`src/rtl/wshb_sdram_arbiter_pkg.sv`:
```
// ============================================================================
// Module   : wshb_arb_pkg
// Brief    : Shared types and Wishbone cycle-type codes for the SDRAM arbiter.
// Revision : 1.0 - initial release
// ============================================================================
`default_nettype none

package wshb_arb_pkg;

    typedef enum logic [1:0] {
        IDLE    = 2'd0,
        GNT_VGA = 2'd1,
        GNT_WR  = 2'd2
    } arb_state_t;

    typedef enum logic {
        REQ_VGA = 1'b0,
        REQ_WR  = 1'b1
    } req_id_t;

    localparam logic [2:0] CTI_CLASSIC = 3'b000;
    localparam logic [2:0] CTI_CONST   = 3'b001;
    localparam logic [2:0] CTI_INCR    = 3'b010;
    localparam logic [2:0] CTI_EOB     = 3'b111;

endpackage

`default_nettype wire

```
`src/rtl/wshb_if.sv`:
```
// ============================================================================
// Module   : wshb_if
// Brief    : Wishbone B4 bus bundle with master and slave modports.
// Revision : 1.0 - initial release
// ============================================================================
`default_nettype none

interface wshb_if #(
    parameter int DATA_BYTES = 4
);
    logic                    cyc;
    logic                    stb;
    logic                    we;
    logic [31:0]             adr;
    logic [8*DATA_BYTES-1:0] dat_ms;
    logic [8*DATA_BYTES-1:0] dat_sm;
    logic [DATA_BYTES-1:0]   sel;
    logic [2:0]              cti;
    logic [1:0]              bte;
    logic                    ack;
    logic                    err;
    logic                    rty;

    modport master (
        output cyc, stb, we, adr, dat_ms, sel, cti, bte,
        input  ack, err, rty, dat_sm
    );

    modport slave (
        input  cyc, stb, we, adr, dat_ms, sel, cti, bte,
        output ack, err, rty, dat_sm
    );
endinterface

`default_nettype wire

```
`src/rtl/wshb_sdram_arbiter_fsm.sv`:
```
// ============================================================================
// Module   : wshb_arb_fsm
// Brief    : Non-preemptive cyc-delimited grant FSM with saturating hold count.
//            WSHB_ARB_VGA_PRIO_EN selects fixed VGA priority over round-robin.
// Revision : 1.0 - initial release
// ============================================================================
`default_nettype none

module wshb_arb_fsm
    import wshb_arb_pkg::*;
#(
    parameter int HOLD_CNT_W = 16
) (
    input  logic                  clk,
    input  logic                  rst,
    input  logic                  i_vga_cyc,
    input  logic                  i_wr_cyc,
    output logic                  o_gnt_vga,
    output logic                  o_gnt_wr,
    output logic [HOLD_CNT_W-1:0] o_hold_cnt
);

    localparam logic [1:0] c_ST_IDLE    = IDLE;
    localparam logic [1:0] c_ST_GNT_VGA = GNT_VGA;
    localparam logic [1:0] c_ST_GNT_WR  = GNT_WR;
    localparam logic [HOLD_CNT_W-1:0] c_CNT_ONE = {{(HOLD_CNT_W-1){1'b0}}, 1'b1};

    logic [1:0]            r_state;
    logic [1:0]            w_state_nxt;
    logic [HOLD_CNT_W-1:0] r_hold_cnt;
    logic                  w_vga_turn;

    // vga_turn: on a tie, VGA takes the bus
    function automatic logic [1:0] f_pick(input logic vga, input logic wr, input logic vga_turn);
        if (vga && (!wr || vga_turn)) return c_ST_GNT_VGA;
        if (wr)                       return c_ST_GNT_WR;
        return c_ST_IDLE;
    endfunction

`ifdef WSHB_ARB_VGA_PRIO_EN
    assign w_vga_turn = 1'b1;
`else
    req_id_t r_last_srv;
    req_id_t w_last_nxt;

    assign w_vga_turn = (r_last_srv == REQ_WR);
`endif

    always_comb begin
        w_state_nxt = r_state;
`ifndef WSHB_ARB_VGA_PRIO_EN
        w_last_nxt  = r_last_srv;
`endif
        case (r_state)
            c_ST_IDLE:    w_state_nxt = f_pick(i_vga_cyc, i_wr_cyc, w_vga_turn);
            c_ST_GNT_VGA: if (!i_vga_cyc) begin
`ifndef WSHB_ARB_VGA_PRIO_EN
                w_last_nxt  = REQ_VGA;
`endif
                w_state_nxt = f_pick(i_vga_cyc, i_wr_cyc, 1'b0);
            end
            c_ST_GNT_WR:  if (!i_wr_cyc) begin
`ifndef WSHB_ARB_VGA_PRIO_EN
                w_last_nxt  = REQ_WR;
`endif
                w_state_nxt = f_pick(i_vga_cyc, i_wr_cyc, 1'b1);
            end
            default:      w_state_nxt = c_ST_IDLE;
        endcase
    end

    always_ff @(posedge clk) begin
        if (rst) begin
            r_state    <= c_ST_IDLE;
            r_hold_cnt <= '0;
`ifndef WSHB_ARB_VGA_PRIO_EN
            r_last_srv <= REQ_WR;
`endif
        end else begin
            r_state <= w_state_nxt;
`ifndef WSHB_ARB_VGA_PRIO_EN
            r_last_srv <= w_last_nxt;
`endif
            if (w_state_nxt != r_state || r_state == c_ST_IDLE)
                r_hold_cnt <= '0;
            else if (r_hold_cnt != '1)
                r_hold_cnt <= r_hold_cnt + c_CNT_ONE;
        end
    end

    assign o_gnt_vga  = (r_state == c_ST_GNT_VGA);
    assign o_gnt_wr   = (r_state == c_ST_GNT_WR);
    assign o_hold_cnt = r_hold_cnt;

endmodule

`default_nettype wire

```
`src/rtl/wshb_sdram_arbiter.sv`:
```
// ============================================================================
// Module   : wshb_sdram_arbiter
// Brief    : Shares the SDRAM Wishbone slave between the VGA reader and the
//            framebuffer writer. WSHB_ARB_VGA_PRIO_EN selects fixed priority.
// Revision : 1.0 - initial release
// ============================================================================
`default_nettype none

module wshb_sdram_arbiter
    import wshb_arb_pkg::*;
#(
    parameter int DATA_BYTES = 4,
    parameter int HOLD_CNT_W = 16
) (
    input  logic                  sys_clk,
    input  logic                  sys_rst,
    wshb_if.slave                 wshb_ifs_vga,
    wshb_if.slave                 wshb_ifs_wr,
    wshb_if.master                wshb_ifm,
    output logic                  gnt_vga,
    output logic                  gnt_wr,
    output logic [HOLD_CNT_W-1:0] hold_cnt
);

    logic [8*DATA_BYTES-1:0] w_dat_ms;
    logic [8*DATA_BYTES-1:0] w_dat_sm;

    wshb_arb_fsm #(
        .HOLD_CNT_W (HOLD_CNT_W)
    ) u_fsm (
        .clk        (sys_clk),
        .rst        (sys_rst),
        .i_vga_cyc  (wshb_ifs_vga.cyc),
        .i_wr_cyc   (wshb_ifs_wr.cyc),
        .o_gnt_vga  (gnt_vga),
        .o_gnt_wr   (gnt_wr),
        .o_hold_cnt (hold_cnt)
    );

    // Forward path: selected purely by the registered grant, never by ack
    assign wshb_ifm.cyc = (gnt_vga & wshb_ifs_vga.cyc) | (gnt_wr & wshb_ifs_wr.cyc);
    assign wshb_ifm.stb = (gnt_vga & wshb_ifs_vga.stb) | (gnt_wr & wshb_ifs_wr.stb);
    assign wshb_ifm.we  = (gnt_vga & wshb_ifs_vga.we)  | (gnt_wr & wshb_ifs_wr.we);
    assign wshb_ifm.adr = gnt_vga ? wshb_ifs_vga.adr : (gnt_wr ? wshb_ifs_wr.adr : '0);
    assign wshb_ifm.sel = gnt_vga ? wshb_ifs_vga.sel : (gnt_wr ? wshb_ifs_wr.sel : '0);
    assign wshb_ifm.cti = gnt_vga ? wshb_ifs_vga.cti : (gnt_wr ? wshb_ifs_wr.cti : '0);
    assign wshb_ifm.bte = gnt_vga ? wshb_ifs_vga.bte : (gnt_wr ? wshb_ifs_wr.bte : '0);
    assign w_dat_ms     = gnt_vga ? wshb_ifs_vga.dat_ms : (gnt_wr ? wshb_ifs_wr.dat_ms : '0);
    assign wshb_ifm.dat_ms = w_dat_ms;

    // Return path: the non-granted master sees a silent slave and stalls
    assign w_dat_sm            = wshb_ifm.dat_sm;
    assign wshb_ifs_vga.ack    = gnt_vga & wshb_ifm.ack;
    assign wshb_ifs_vga.err    = gnt_vga & wshb_ifm.err;
    assign wshb_ifs_vga.rty    = gnt_vga & wshb_ifm.rty;
    assign wshb_ifs_vga.dat_sm = gnt_vga ? w_dat_sm : '0;
    assign wshb_ifs_wr.ack     = gnt_wr & wshb_ifm.ack;
    assign wshb_ifs_wr.err     = gnt_wr & wshb_ifm.err;
    assign wshb_ifs_wr.rty     = gnt_wr & wshb_ifm.rty;
    assign wshb_ifs_wr.dat_sm  = gnt_wr ? w_dat_sm : '0;

endmodule

`default_nettype wire

```
`src/flat_wrapper.sv`:
```
// flat-port wrapper written by rule: the top's interface ports become plain ports
module wshb_sdram_arbiter_flat import wshb_arb_pkg::*;
#(
    parameter int DATA_BYTES = 4,
    parameter int HOLD_CNT_W = 16
)
  (sys_clk, sys_rst, gnt_vga, gnt_wr, hold_cnt, wshb_ifs_vga_cyc, wshb_ifs_vga_stb, wshb_ifs_vga_we, wshb_ifs_vga_adr, wshb_ifs_vga_dat_ms, wshb_ifs_vga_sel, wshb_ifs_vga_cti, wshb_ifs_vga_bte, wshb_ifs_vga_ack, wshb_ifs_vga_err, wshb_ifs_vga_rty, wshb_ifs_vga_dat_sm, wshb_ifs_wr_cyc, wshb_ifs_wr_stb, wshb_ifs_wr_we, wshb_ifs_wr_adr, wshb_ifs_wr_dat_ms, wshb_ifs_wr_sel, wshb_ifs_wr_cti, wshb_ifs_wr_bte, wshb_ifs_wr_ack, wshb_ifs_wr_err, wshb_ifs_wr_rty, wshb_ifs_wr_dat_sm, wshb_ifm_cyc, wshb_ifm_stb, wshb_ifm_we, wshb_ifm_adr, wshb_ifm_dat_ms, wshb_ifm_sel, wshb_ifm_cti, wshb_ifm_bte, wshb_ifm_ack, wshb_ifm_err, wshb_ifm_rty, wshb_ifm_dat_sm);
  wshb_if #(.DATA_BYTES(DATA_BYTES)) wshb_ifs_vga_i ();
  wshb_if #(.DATA_BYTES(DATA_BYTES)) wshb_ifs_wr_i ();
  wshb_if #(.DATA_BYTES(DATA_BYTES)) wshb_ifm_i ();
  input  logic sys_clk;
  input  logic sys_rst;
  output logic gnt_vga;
  output logic gnt_wr;
  output logic [HOLD_CNT_W-1:0] hold_cnt;
  input wire logic [$bits(wshb_ifs_vga_i.cyc)-1:0] wshb_ifs_vga_cyc;
  input wire logic [$bits(wshb_ifs_vga_i.stb)-1:0] wshb_ifs_vga_stb;
  input wire logic [$bits(wshb_ifs_vga_i.we)-1:0] wshb_ifs_vga_we;
  input wire logic [$bits(wshb_ifs_vga_i.adr)-1:0] wshb_ifs_vga_adr;
  input wire logic [$bits(wshb_ifs_vga_i.dat_ms)-1:0] wshb_ifs_vga_dat_ms;
  input wire logic [$bits(wshb_ifs_vga_i.sel)-1:0] wshb_ifs_vga_sel;
  input wire logic [$bits(wshb_ifs_vga_i.cti)-1:0] wshb_ifs_vga_cti;
  input wire logic [$bits(wshb_ifs_vga_i.bte)-1:0] wshb_ifs_vga_bte;
  output wire logic [$bits(wshb_ifs_vga_i.ack)-1:0] wshb_ifs_vga_ack;
  output wire logic [$bits(wshb_ifs_vga_i.err)-1:0] wshb_ifs_vga_err;
  output wire logic [$bits(wshb_ifs_vga_i.rty)-1:0] wshb_ifs_vga_rty;
  output wire logic [$bits(wshb_ifs_vga_i.dat_sm)-1:0] wshb_ifs_vga_dat_sm;
  input wire logic [$bits(wshb_ifs_wr_i.cyc)-1:0] wshb_ifs_wr_cyc;
  input wire logic [$bits(wshb_ifs_wr_i.stb)-1:0] wshb_ifs_wr_stb;
  input wire logic [$bits(wshb_ifs_wr_i.we)-1:0] wshb_ifs_wr_we;
  input wire logic [$bits(wshb_ifs_wr_i.adr)-1:0] wshb_ifs_wr_adr;
  input wire logic [$bits(wshb_ifs_wr_i.dat_ms)-1:0] wshb_ifs_wr_dat_ms;
  input wire logic [$bits(wshb_ifs_wr_i.sel)-1:0] wshb_ifs_wr_sel;
  input wire logic [$bits(wshb_ifs_wr_i.cti)-1:0] wshb_ifs_wr_cti;
  input wire logic [$bits(wshb_ifs_wr_i.bte)-1:0] wshb_ifs_wr_bte;
  output wire logic [$bits(wshb_ifs_wr_i.ack)-1:0] wshb_ifs_wr_ack;
  output wire logic [$bits(wshb_ifs_wr_i.err)-1:0] wshb_ifs_wr_err;
  output wire logic [$bits(wshb_ifs_wr_i.rty)-1:0] wshb_ifs_wr_rty;
  output wire logic [$bits(wshb_ifs_wr_i.dat_sm)-1:0] wshb_ifs_wr_dat_sm;
  output wire logic [$bits(wshb_ifm_i.cyc)-1:0] wshb_ifm_cyc;
  output wire logic [$bits(wshb_ifm_i.stb)-1:0] wshb_ifm_stb;
  output wire logic [$bits(wshb_ifm_i.we)-1:0] wshb_ifm_we;
  output wire logic [$bits(wshb_ifm_i.adr)-1:0] wshb_ifm_adr;
  output wire logic [$bits(wshb_ifm_i.dat_ms)-1:0] wshb_ifm_dat_ms;
  output wire logic [$bits(wshb_ifm_i.sel)-1:0] wshb_ifm_sel;
  output wire logic [$bits(wshb_ifm_i.cti)-1:0] wshb_ifm_cti;
  output wire logic [$bits(wshb_ifm_i.bte)-1:0] wshb_ifm_bte;
  input wire logic [$bits(wshb_ifm_i.ack)-1:0] wshb_ifm_ack;
  input wire logic [$bits(wshb_ifm_i.err)-1:0] wshb_ifm_err;
  input wire logic [$bits(wshb_ifm_i.rty)-1:0] wshb_ifm_rty;
  input wire logic [$bits(wshb_ifm_i.dat_sm)-1:0] wshb_ifm_dat_sm;
  assign wshb_ifs_vga_i.cyc = wshb_ifs_vga_cyc;
  assign wshb_ifs_vga_i.stb = wshb_ifs_vga_stb;
  assign wshb_ifs_vga_i.we = wshb_ifs_vga_we;
  assign wshb_ifs_vga_i.adr = wshb_ifs_vga_adr;
  assign wshb_ifs_vga_i.dat_ms = wshb_ifs_vga_dat_ms;
  assign wshb_ifs_vga_i.sel = wshb_ifs_vga_sel;
  assign wshb_ifs_vga_i.cti = wshb_ifs_vga_cti;
  assign wshb_ifs_vga_i.bte = wshb_ifs_vga_bte;
  assign wshb_ifs_vga_ack = wshb_ifs_vga_i.ack;
  assign wshb_ifs_vga_err = wshb_ifs_vga_i.err;
  assign wshb_ifs_vga_rty = wshb_ifs_vga_i.rty;
  assign wshb_ifs_vga_dat_sm = wshb_ifs_vga_i.dat_sm;
  assign wshb_ifs_wr_i.cyc = wshb_ifs_wr_cyc;
  assign wshb_ifs_wr_i.stb = wshb_ifs_wr_stb;
  assign wshb_ifs_wr_i.we = wshb_ifs_wr_we;
  assign wshb_ifs_wr_i.adr = wshb_ifs_wr_adr;
  assign wshb_ifs_wr_i.dat_ms = wshb_ifs_wr_dat_ms;
  assign wshb_ifs_wr_i.sel = wshb_ifs_wr_sel;
  assign wshb_ifs_wr_i.cti = wshb_ifs_wr_cti;
  assign wshb_ifs_wr_i.bte = wshb_ifs_wr_bte;
  assign wshb_ifs_wr_ack = wshb_ifs_wr_i.ack;
  assign wshb_ifs_wr_err = wshb_ifs_wr_i.err;
  assign wshb_ifs_wr_rty = wshb_ifs_wr_i.rty;
  assign wshb_ifs_wr_dat_sm = wshb_ifs_wr_i.dat_sm;
  assign wshb_ifm_cyc = wshb_ifm_i.cyc;
  assign wshb_ifm_stb = wshb_ifm_i.stb;
  assign wshb_ifm_we = wshb_ifm_i.we;
  assign wshb_ifm_adr = wshb_ifm_i.adr;
  assign wshb_ifm_dat_ms = wshb_ifm_i.dat_ms;
  assign wshb_ifm_sel = wshb_ifm_i.sel;
  assign wshb_ifm_cti = wshb_ifm_i.cti;
  assign wshb_ifm_bte = wshb_ifm_i.bte;
  assign wshb_ifm_i.ack = wshb_ifm_ack;
  assign wshb_ifm_i.err = wshb_ifm_err;
  assign wshb_ifm_i.rty = wshb_ifm_rty;
  assign wshb_ifm_i.dat_sm = wshb_ifm_dat_sm;
  wshb_sdram_arbiter #(.DATA_BYTES(DATA_BYTES), .HOLD_CNT_W(HOLD_CNT_W)) u_core (.sys_clk(sys_clk), .sys_rst(sys_rst), .wshb_ifs_vga(wshb_ifs_vga_i), .wshb_ifs_wr(wshb_ifs_wr_i), .wshb_ifm(wshb_ifm_i), .gnt_vga(gnt_vga), .gnt_wr(gnt_wr), .hold_cnt(hold_cnt));
endmodule
```
`config.mk`:
```
export PLATFORM = sky130hd
export DESIGN_NAME = wshb_sdram_arbiter_flat
export DESIGN_NICKNAME = d
export VERILOG_FILES = /design/src/rtl/wshb_sdram_arbiter_pkg.sv /design/src/rtl/wshb_if.sv /design/src/rtl/wshb_sdram_arbiter_fsm.sv /design/src/rtl/wshb_sdram_arbiter.sv /design/src/flat_wrapper.sv
export SDC_FILE = /design/constraint.sdc
export NUM_CORES = 1
export LEC_CHECK = 0
export ABC_AREA = 1
export BUFFER_PORTS_ARGS = -buffer_cell sky130_fd_sc_hd__buf_2
export CAP_MARGIN = 20
export CORE_AREA = 2 2 137 139
export CTS_CLUSTER_DIAMETER = 50
export DETAILED_ROUTE_END_ITERATION = 10
export DIE_AREA = 0 0 139 141
export PLACE_DENSITY = 0.51
export SETUP_SLACK_MARGIN = 0.15
export SLEW_MARGIN = 30
export SYNTH_ARGS = -nofsm -noshare
export SYNTH_HDL_FRONTEND = slang
export SYNTH_HIERARCHICAL = 1
export SYNTH_SLANG_ARGS = --single-unit
```
`constraint.sdc`:
```
create_clock -name sys_clk -period 1.2 [get_ports sys_clk]
set_input_delay 0.12 -clock sys_clk [delete_from_list [all_inputs] [get_ports sys_clk]]
set_output_delay 0.12 -clock sys_clk [all_outputs]
set_load 0.02 [all_outputs]
```
[After elaboration in Yosys (flattened, before gate mapping)]
Index checks and enable logic that the tools add are counted.
Word-level totals
  bits in registers: 19
  bits of input ports: 189
  output and inout bits: 164
  word-level logic and storage cells: 80
Cells by class
  add/sub/neg operators: 1
  eq/ne operators: 6
  muxes and demuxes: 46
  bitwise operators: 15
  reduce and logical (&&, ||, !) cells: 9
Operators with widths (count)
  $mux 32: 6
  $mux 2: 15
  $mux 1: 19
  $add 16x1->16 const B: 1
  $ne 16x16->1 const B: 1
  $and 1x1->1: 12
  $mux 4: 2
  $mux 3: 2
  $pmux 2 s3: 1
  $ne 2x2->1 const B: 2
  $or 1x1->1: 3
  $reduce_and 3->1: 1
  $eq 2x1->1 const B: 1
  $eq 2x2->1 const B: 1
  $logic_and 1x1->1: 2
  $logic_not 2->1: 1
  $logic_or 1x1->1: 2
  $ne 2x2->1: 1
  $pmux 1 s2: 1
  $reduce_bool 2->1: 1
  $reduce_or 2->1: 1
  $logic_not 1->1: 1

[Depth between registers and ports, before layout]
  depth in word-level cells: 15
  mapped depth: 10
  depth with buffers taken out: 9

[By module]
The synthesis kept the hierarchy.
By module, submodules not included
  wshb_sdram_arbiter: times used 1, cells each 400, area an instance 1645.3 um^2, sequential area each 0.0 um^2
  wshb_arb_fsm: times used 1, cells each 164, area an instance 1057.3 um^2, sequential area each 380.4 um^2

[Worst setup path after synthesis]
No wires, ideal clock.
  kind: register -> register
  from: register u_core.u_fsm.r_hold_cnt[1] (netlist: u_core/u_fsm/o_hold_cnt[1])
  to: register u_core.u_fsm.r_hold_cnt[0] (netlist: u_core/u_fsm/o_hold_cnt[0])
  setup time: 0.119 ns
  arrival: 1.382 ns
  data required time: 1.081 ns
  slack: -0.301 ns
  stages on the path, launching flop included: 10
  path buffers: 1
  clock period less this slack: 1.501 ns
  cell sequence: dfxtp_1 > ha_1 > nand2_2 > clkinv_2 > nand2_2 > nor2_4 > nand3_4 > buf_6 > nand2_1 > a21oi_1
Between the ends
  longest elaborated chain between the ends: 1
RTL lines
  from (decl): line wshb_sdram_arbiter_fsm.sv:30  | logic [HOLD_CNT_W-1:0] r_hold_cnt;
  from (signal assigned): line wshb_sdram_arbiter_fsm.sv:87  | r_hold_cnt <= r_hold_cnt + c_CNT_ONE;
  $ne 16x16->1: line wshb_sdram_arbiter_fsm.sv:86  | else if (r_hold_cnt != '1)
No other way between the ends.
A chain may end at the register's enable or synchronous reset.

[Worst setup path after layout]
  from: register u_core.u_fsm.r_state[1]
  to: output wshb_ifm_sel[3]
Between the ends
  longest elaborated chain between the ends: 3
  elaborated cells between the ends (all ways): 4
  those cells by class: eq/ne (2); mux (2)
RTL lines
  from (decl): line wshb_sdram_arbiter_fsm.sv:28  | logic [1:0] r_state;
  from (signal assigned): line wshb_sdram_arbiter_fsm.sv:74  | r_state <= c_ST_IDLE;
  from (signal assigned): line wshb_sdram_arbiter_fsm.sv:80  | r_state <= w_state_nxt;
  $eq 2x2->1: line wshb_sdram_arbiter_fsm.sv:92  | assign o_gnt_wr = (r_state == c_ST_GNT_WR);
  $mux 4: line wshb_sdram_arbiter.sv:45  | assign wshb_ifm.sel = gnt_vga ? wshb_ifs_vga.sel : (gnt_wr ? wshb_ifs_wr.sel : '0);
  $mux 4 (*): line wshb_sdram_arbiter.sv:45
  to (decl): line flat_wrapper.sv:45  | output wire logic [$bits(wshb_ifm_i.sel)-1:0] wshb_ifm_sel;
Every way passes the cells marked *; elsewhere a longest branch is shown, timed or not.

==> run metrics <==
worst-margin pin slew=0.278 ns; row cnt=50; final wirelength=17800 um; routed len/inst=14.5 um; layout filler cell count=1761; status=finished, violations left; Die Height=141 um; routed vias=5047; area of the multi-input gates=3500 um^2; H-tree depth=1; switching share of total power=43.5%; Initial Utilization=14.8%; clock buffer depth=2; worst setup margin=-0.422 ns; Finished Cell Area=8550 um^2; n_diodes=0; CP Data Arrival Time=1.50 ns; Reg clk slew, reported paths=0.06 ns; most used cell, CP=clkbuf_16; post-synthesis average cell area=4.79 um^2; HPWL Detailed=13300 um; DR vias/cell=4.13; Area Growth Syn to Fin=216%; Residual DRC=0; Peak VDD IR=456 uV; Sink Count=19; Final Hold Vio Count=0; DR pass1 iterations=4; Max Clock Skew=0.00495 ns; Final Max Tran Viols=0; NetSw=2.15 mW; Pwr Density=577 nW/um^2; Setup Crit Path Kind=reg -> out; Final ANT Viol Nets=0; Mapped Nets=754; power share of the combinational group=72.7%; minimum clock period=1.62 ns; Register Area=427 um^2; Clk network pwr share=14.5%; CP Cell Sequence=inv_4, nor2_4, buf_12, clkbuf_16, clkbuf_16, nand3_2, nand2_2, buf_6; unrepaired setup endpoints after global routing=true; CTS tree=yes; Die W=139 um; largest fanout on the critical path=6; mapped cell area=2700 um^2; worst-skew pair later-pin latency=0.26 ns; grt ovf=0; sequential fraction of the synthesis area=14.1%; crit path capture type=primary output; Synth Instances=564; CP max-delay cell=dfxtp_2; commonest non-fill, non-tap cell in the layout=buf_2; Max Cap Viol=0; hold_ws=0.0497 ns; largest net degree at the start of global routing=39; Int Power=2.79 mW; largest delay contributor family on the critical path=buffers and inverters; Ys Warns=6; vias in the first global route=4688; Distinct cells, synth=25; clock root cell=clkbuf_16; Flop pwr share=12.8%; GRT Total Usage=15.8%; ranking of synthesized cells by area=nand2_1 38%, nand3_1 16%, dfxtp_1 14%, inv_1 13%, buf_2 4.6%; DR iter-0 viols=108; number of synthesized register bits=19; final setup vio count=165; crit-path max cell delay=0.35 ns; Leak Pwr=4.41 nW; die area=19600 um^2; failing checks=negative setup slack; IO Pins=353; most frequent cells in the layout=230 x buf_2, 116 x nand2_1, 113 x buf_6, 82 x nand2_4, 78 x nand2_2; fmax=616 MHz; Yosys top cell by area=nand2_1; global-route wire length before repair=25400 um; initial antenna violation count=2; core area=18300 um^2; WP buf/inv=5; Period Utilization, post-route=135%; layout cell share with drive strength beyond 1=81.3%; worst rel slew slack=81.4%; startpoint types=flop; Critical Path RT=1.08 ns; placed instance area=6940 um^2; Port Buffers=352; Nets=1178; area share of the largest cell type after synthesis=37.9%; RePlAce Congestion=0.823; TritonCTS buffer count=3; HP Class=in -> reg
area by class of cell:
cell class | count | area share [%]
multi-input cells | 415 | 41.0
repair buffers | 450 | 44.5
repair inverters | 2 | 0.322
flip-flops and latches | 19 | 4.99
well taps | 234 | 3.42
inverters | 97 | 4.92
clock inverters | 1 | 0.0585
clock buffers | 3 | 0.878
cell families after synthesis:
| logic type | Yosys count | synth area share [%] |
|---|---|---|
| flops | 19 | 14.1 |
| compound gates | 22 | 4.54 |
| fa+ha+maj | 1 | 0.463 |
| simple gates | 392 | 60.6 |
| buf+inv | 130 | 20.4 |
power groups by stage:
stage                     clock [mW]  combinational, mW  sequential [mW]
after floorplan                    0               1.72            0.648
after global placement             0               2.68            0.644
after detailed placement           0               2.69            0.645
after CTS                      0.740               3.21            0.631
after global routing           0.756               3.79            0.632
final                          0.715               3.59            0.631
cell usage after synthesis (all sizes together):
master,instances
a21oi,4
a31oi,8
buf,33
clkinv,1
dfxtp,19
ha,1
inv,96
nand2,276
nand3,89
nand3b,1
nand4,2
nor2,21
o211ai,1
o21ai,9
or2,3
worst reg2reg max path, delay by kind of cell (launching register included):
family                 cells  cell delay (ns)
AO/OA/AOI/OAI              2             0.28
flip-flops                 1             0.33
buffers and inverters      4             0.53
AND/OR/NAND/NOR            2             0.20
flip-flops by register name (all words and copies together) (netlist names):
signal,flops
u_core/u_fsm/r_last_srv,1
u_core/u_fsm/o_hold_cnt,16
u_core/u_fsm/r_state,2
repair_timing:
action / 4_1_cts / 5_1_grt
setup buffers: 5 / 3
hold buffers: 0 / 0
gates resized for setup: 167 / 157
pin swaps: 5 / 63
gates cloned: 8 / 9
setup endpoints to repair: 166 / 166
routing by layer:
metal / global-route usage [%] / share of wire, % / wire length (um)
met4: 2.66 / 1.2 / 212
met2: 29.1 / 54 / 9520
met5: 0 / 0 / 0
met1: 20.1 / 41 / 7350
met3: 1.87 / 3.8 / 675
path summary, 6_finish.rpt:
check	startpoint	endpoint	slack, ns	cells past startpoint
setup / recovery	u_core/u_fsm/r_state[1]	wshb_ifm_sel[3]	-0.42	8
hold reg to reg	u_core/u_fsm/r_last_srv	u_core/u_fsm/r_last_srv	0.48	2
hold / removal	sys_rst	u_core/u_fsm/r_state[1]	0.05	2
setup reg to reg	u_core/u_fsm/r_state[1]	u_core/u_fsm/o_hold_cnt[7]	-0.22	8
metrics by stage:
| step | utilization [%] | TNS [ns] | worst slack, ns | power, mW | instances |
|---|---|---|---|---|---|
| after CTS | 42.7 | -58.81 | -0.440 | 4.58 | 1209 |
| final | 46.8 | -55.28 | -0.422 | 4.93 | 1221 |
| after detailed placement | 38.0 | -16.83 | -0.155 | 3.33 | 1192 |
| after global routing | 46.8 | -64.84 | -0.474 | 5.18 | 1221 |
| after floorplan | - | -9.74 | -0.126 | 2.37 | 564 |
| after global placement | 38.0 | -13.95 | -0.133 | 3.33 | 1192 |
Note: power is estimated with default switching activity, not from simulation.
